$ cat src/rtl/prog_loader.sv
// Program-memory loader: takes a length-prefixed byte stream, writes 18-bit
// instructions through a one-cycle write port, and checks an XOR checksum.
module prog_loader #(
    parameter int ADDR_W         = 10,
    parameter int TIMEOUT_CYCLES = 1000000
) (
    input  logic              CLK,
    input  logic              RST,
    input  logic              START,
    input  logic [7:0]        RX_DATA,
    input  logic              RX_VALID,
    output logic              RX_READY,
    output logic              WE,
    output logic [ADDR_W-1:0] WADDR,
    output logic [17:0]       WDATA,
    output logic              CPU_HOLD,
    output logic              DONE,
    output logic              ERR
);

    localparam int TW = $clog2(TIMEOUT_CYCLES + 1);

    typedef enum logic [3:0] {
        S_IDLE, S_LEN_HI, S_LEN_LO, S_B0, S_B1, S_B2,
        S_WRITE, S_CHK, S_DONE, S_ERROR
    } state_t;

    state_t            state_reg, state_next;
    logic [9:0]        len_reg;
    logic [ADDR_W-1:0] addr_reg;
    logic [7:0]        chk_reg;
    logic [1:0]        b0_reg;
    logic [7:0]        b1_reg;
    logic [TW-1:0]     timer_reg;
    logic [ADDR_W-1:0] waddr_reg;
    logic [17:0]       wdata_reg;

    logic rx_ready;
    logic accept;
    logic start_ok;
    logic timed_out;
    logic last_word;

    always_comb begin
        rx_ready = (state_reg == S_LEN_HI) || (state_reg == S_LEN_LO) ||
                   (state_reg == S_B0)     || (state_reg == S_B1)     ||
                   (state_reg == S_B2)     || (state_reg == S_CHK);
        accept    = RX_VALID && rx_ready;
        start_ok  = START && ((state_reg == S_IDLE) || (state_reg == S_DONE) ||
                              (state_reg == S_ERROR));
        timed_out = rx_ready && !accept && (timer_reg == TW'(TIMEOUT_CYCLES - 1));
        // Frame ends once the word just written was word N-1.
        last_word = ((32'(addr_reg) + 32'd1) == 32'(len_reg));
    end

    always_ff @(posedge CLK or posedge RST) begin
        if (RST) state_reg <= S_IDLE;
        else     state_reg <= state_next;
    end

    always_comb begin
        state_next = state_reg;
        if (start_ok) begin
            state_next = S_LEN_HI;
        end else if (timed_out) begin
            state_next = S_ERROR;
        end else begin
            unique case (state_reg)
                S_LEN_HI: if (accept) state_next = S_LEN_LO;
                S_LEN_LO: if (accept) state_next = ({len_reg[9:8], RX_DATA} == 10'd0) ? S_CHK : S_B0;
                S_B0:     if (accept) state_next = S_B1;
                S_B1:     if (accept) state_next = S_B2;
                S_B2:     if (accept) state_next = S_WRITE;
                S_WRITE:  state_next = last_word ? S_CHK : S_B0;
                S_CHK:    if (accept) state_next = (RX_DATA == chk_reg) ? S_DONE : S_ERROR;
                default:  state_next = state_reg;
            endcase
        end
    end

    always_ff @(posedge CLK or posedge RST) begin
        if (RST) begin
            len_reg   <= '0;
            addr_reg  <= '0;
            chk_reg   <= '0;
            b0_reg    <= '0;
            b1_reg    <= '0;
            timer_reg <= '0;
            waddr_reg <= '0;
            wdata_reg <= '0;
        end else if (start_ok) begin
            addr_reg  <= '0;
            chk_reg   <= '0;
            timer_reg <= '0;
        end else begin
            if (accept)
                timer_reg <= '0;
            else if (rx_ready)
                timer_reg <= timer_reg + 1'b1;

            if (accept) begin
                unique case (state_reg)
                    S_LEN_HI: len_reg[9:8] <= RX_DATA[1:0];
                    S_LEN_LO: len_reg[7:0] <= RX_DATA;
                    S_B0: begin
                        b0_reg  <= RX_DATA[1:0];
                        chk_reg <= chk_reg ^ RX_DATA;
                    end
                    S_B1: begin
                        b1_reg  <= RX_DATA;
                        chk_reg <= chk_reg ^ RX_DATA;
                    end
                    S_B2: begin
                        // Output registers load here so WADDR/WDATA stay put between writes.
                        chk_reg   <= chk_reg ^ RX_DATA;
                        wdata_reg <= {b0_reg, b1_reg, RX_DATA};
                        waddr_reg <= addr_reg;
                    end
                    default: ;
                endcase
            end

            if (state_reg == S_WRITE)
                addr_reg <= addr_reg + 1'b1;
        end
    end

    assign RX_READY = rx_ready;
    assign WE       = (state_reg == S_WRITE);
    assign WADDR    = waddr_reg;
    assign WDATA    = wdata_reg;
    assign CPU_HOLD = (state_reg != S_IDLE) && (state_reg != S_DONE);
    assign DONE     = (state_reg == S_DONE);
    assign ERR      = (state_reg == S_ERROR);

endmodule

$ cat config.mk
export PLATFORM = sky130hd
export DESIGN_NAME = prog_loader
export DESIGN_NICKNAME = d
export VERILOG_FILES = /design/src/rtl/prog_loader.sv
export SDC_FILE = /design/constraint.sdc
export NUM_CORES = 1
export LEC_CHECK = 0
export CAP_MARGIN = 5
export CORE_MARGIN = 2
export CORE_UTILIZATION = 51
export CTS_CLUSTER_SIZE = 28
export DETAILED_ROUTE_END_ITERATION = 8
export PLACE_DENSITY = 0.85
export SYNTH_ARGS = -nofsm -noshare
export SYNTH_HDL_FRONTEND = slang
export SYNTH_SLANG_ARGS = --single-unit
$ cat constraint.sdc
create_clock -name CLK -period 3.2 [get_ports CLK]
set_input_delay 0.96 -clock CLK [delete_from_list [all_inputs] [get_ports CLK]]
set_output_delay 0.96 -clock CLK [all_outputs]
set_load 0.005 [all_outputs]
==> metrics.cfg <==
[run_status]
status=complete, no violations

[floorplan]
rows=34
dieArea_sq_um=9600
start_util_pct=52.2
num_io_pins=45
die_w_um=98.0
core-area_sq_um=8640
die-height_um=98.0

[min_path]
whs_endpoint=WDATA[12]
hold_start=b1_reg[4]
min-delay-path-class=reg2reg
holdPathStages=1

[yosys]
syn-cell-area_sq_um=4500
async_flop_share_pct=100
synth_top_area_cell=dfrtp_1
synth_seq_cells=90
netlist_top_cells_area=dfrtp_1, mux2_2, o21ai_0
netlist.area_leader.share_pct=50.0
ys.flop_type=dfrtp_1
synth_edf_count=0
ys_types=52
synth_area_per_cell_sq_um=10.8
synth_cells=419
synth_warnings=0
yosysSeqAreaShare_pct=50.0
synth_nets=433

[timing]
setup_viol=0
fmax_ghz=0.334
worst_slack_ns=0.203
worstMarginPinSlew_ns=0.896
final_max_slew_viol_count=0
slew_headroom_pct=39.8
setup_tns_ns=0
fin_skew_ns=0.00928
timing_hold_violations_final=0
period_minus_slack_ns=3.00
rsz0062_at_grt=false
fin_crit_sh_pct=93.7

[routing]
wl_per_cell_um=16.7
drt_wl_total_mm=9.68
first_pass_iters=5
ant_nets=0
vias_per_cell=5.94
drc=0
vias=3439
drt_iter0_markers=225

[critical_path]
r2r_cells=5
path_class=reg2out
cp.arrival_ns=2.04
critPathTopFamily=buffers and inverters
critical_path.max_stage_delay_ns=0.57
reg2reg_to=chk_reg[1]
reg2reg_from=state_reg[2]
cpMaxStageDelayCell=clkdlybuf4s50_1
cp-end-kind=output pin
crit_path_max_fanout=16
required_ns=2.24
rrSetupSlack_ns=0.98
critPathBufInv=1
cp-start-kind=flop
cp_cell_sequence=nand2b_1, a31oi_2, clkdlybuf4s50_1

[layout]
largest_reg_flops=20
final_cell_mix=dfrtp_1, mux2_2, clkdlybuf4s50_1
layout_commonest_cell=dfrtp_1
final_nets=480
utilization_pct=61.2
instances_no_fill=579
diodes=0
drive_gt1_share_pct=17.8
area_growth_pct=17.3

[grt]
antenna_found_initial=0
grt_pass1_wl_mm=16.6
grtUsageTotal_pct=21.3
grt_max_degree=59
grt_overflow=0
grt_pass1_vias=3444

[run]
max-cap-violations=0

[placement]
numPortBuffers=44
dp_cells=563
gp_congestion=0.880
dp_slack_ns=0.205
dp_hpwl_mm=6.83

[clock_tree]
cts.reportedPaths.clkPinSlew_ns=0.10
clk_path_buf_depth=2
clock_latency_ns=0.37
cts_hold_buf=0
clkSinkCount=90
tritoncts=done
cts-htree-levels=3
postCtsSetupRepairBufs=0
numCtsBuffers=9
cts_root_buffer=clkbuf_8
cts_resized=0

[power_and_ir_drop]
vdd_ir_drop_max_mv=0.506
p_leak_nw=2.24
power_density_nw_per_um2=804
power_w=0.00425

## metrics by stage
stage,area [sq um],hold slack (ns)
floorplan,4510,0.459
global placement,5090,0.467
detailed placement,5090,0.479
CTS,5280,0.502
global route,5280,0.520
finish,5280,0.500
## worst register-to-register path: stages, from the launching register on
cell and delay, ns:
dfrtp_1 0.41, buf_4 0.18, nand2b_1 0.23, o31ai_1 0.79
o21ai_0 0.25, a21o_1 0.24
## per-layer routing
metal	vias to the layer above	global-route usage, %	routed length [um]
li1	1624	-	-
met1	1698	28.5	4210
met2	105	35.3	4810
met3	12	4.51	508
met4	0	6.09	143
met5	-	0	0
## cell families after synthesis
kind of cell / count (synthesis) / share of synthesized area (%)
xor+xnor: 29 / 5.64
flops: 90 / 50.0
buf+inv: 30 / 2.94
mux: 48 / 12.0
simple gates: 125 / 15.5
fa+ha+maj: 2 / 0.555
compound gates: 95 / 13.4
## how the worst max path moves through the flow
| stage | from | end | slack (ns) | depth (start not counted) |
|---|---|---|---|---|
| final | state_reg[1] | RX_READY | 0.20 | 3 |
| after global routing | state_reg[0] | RX_READY | 0.13 | 3 |
| after CTS | state_reg[1] | RX_READY | 0.11 | 3 |
| after detailed placement | RX_VALID | WDATA[11] | 0.20 | 6 |
| after global placement | RX_VALID | WDATA[6] | 0.27 | 6 |
| after floorplan | RX_VALID | WADDR[0] | 0.82 | 6 |
## cells in the mapped netlist, types with 3 or more instances
| cell type | instances |
|---|---|
| inv_1 | 9 |
| xnor2_1 | 10 |
| nand2_1 | 20 |
| nor2_1 | 21 |
| mux2_1 | 3 |
| a21oi_1 | 18 |
| nor3b_1 | 10 |
| mux2_2 | 45 |
| nand3_1 | 14 |
| buf_2 | 10 |
| clkbuf_1 | 8 |
| o31ai_1 | 7 |
| nor4_1 | 7 |
| a21o_1 | 9 |
| o2bb2ai_1 | 3 |
| nor2b_1 | 5 |
| a31oi_1 | 5 |
| and3_1 | 8 |
| dfrtp_1 | 90 |
| o21ai_0 | 36 |
| nand2b_1 | 4 |
| nand4_1 | 5 |
| or3_1 | 12 |
| nor3_1 | 4 |
| or4_1 | 5 |
| xor2_1 | 19 |
## report_power, final
group | switching, W | internal, W | leakage (nW) | total (W)
combinational | 0.000734 | 0.000915 | 0.974 | 0.00165
sequential | 0.000327 | 0.00152 | 1.17 | 0.00184
clock | 0.000452 | 0.000305 | 0.0962 | 0.000758
## cell type report
type                            instances  area [sq um]
Fill cell                             681          3350
Multi-Input combinational cell        299          2120
Timing Repair Buffer                   56           543
Clock buffer                            9           124
Tap cell                              108           135
Clock inverter                          7          67.6
Inverter                               10          41.3
Sequential cell                        90          2250
No activity file was read; power rests on OpenSTA's default activity.
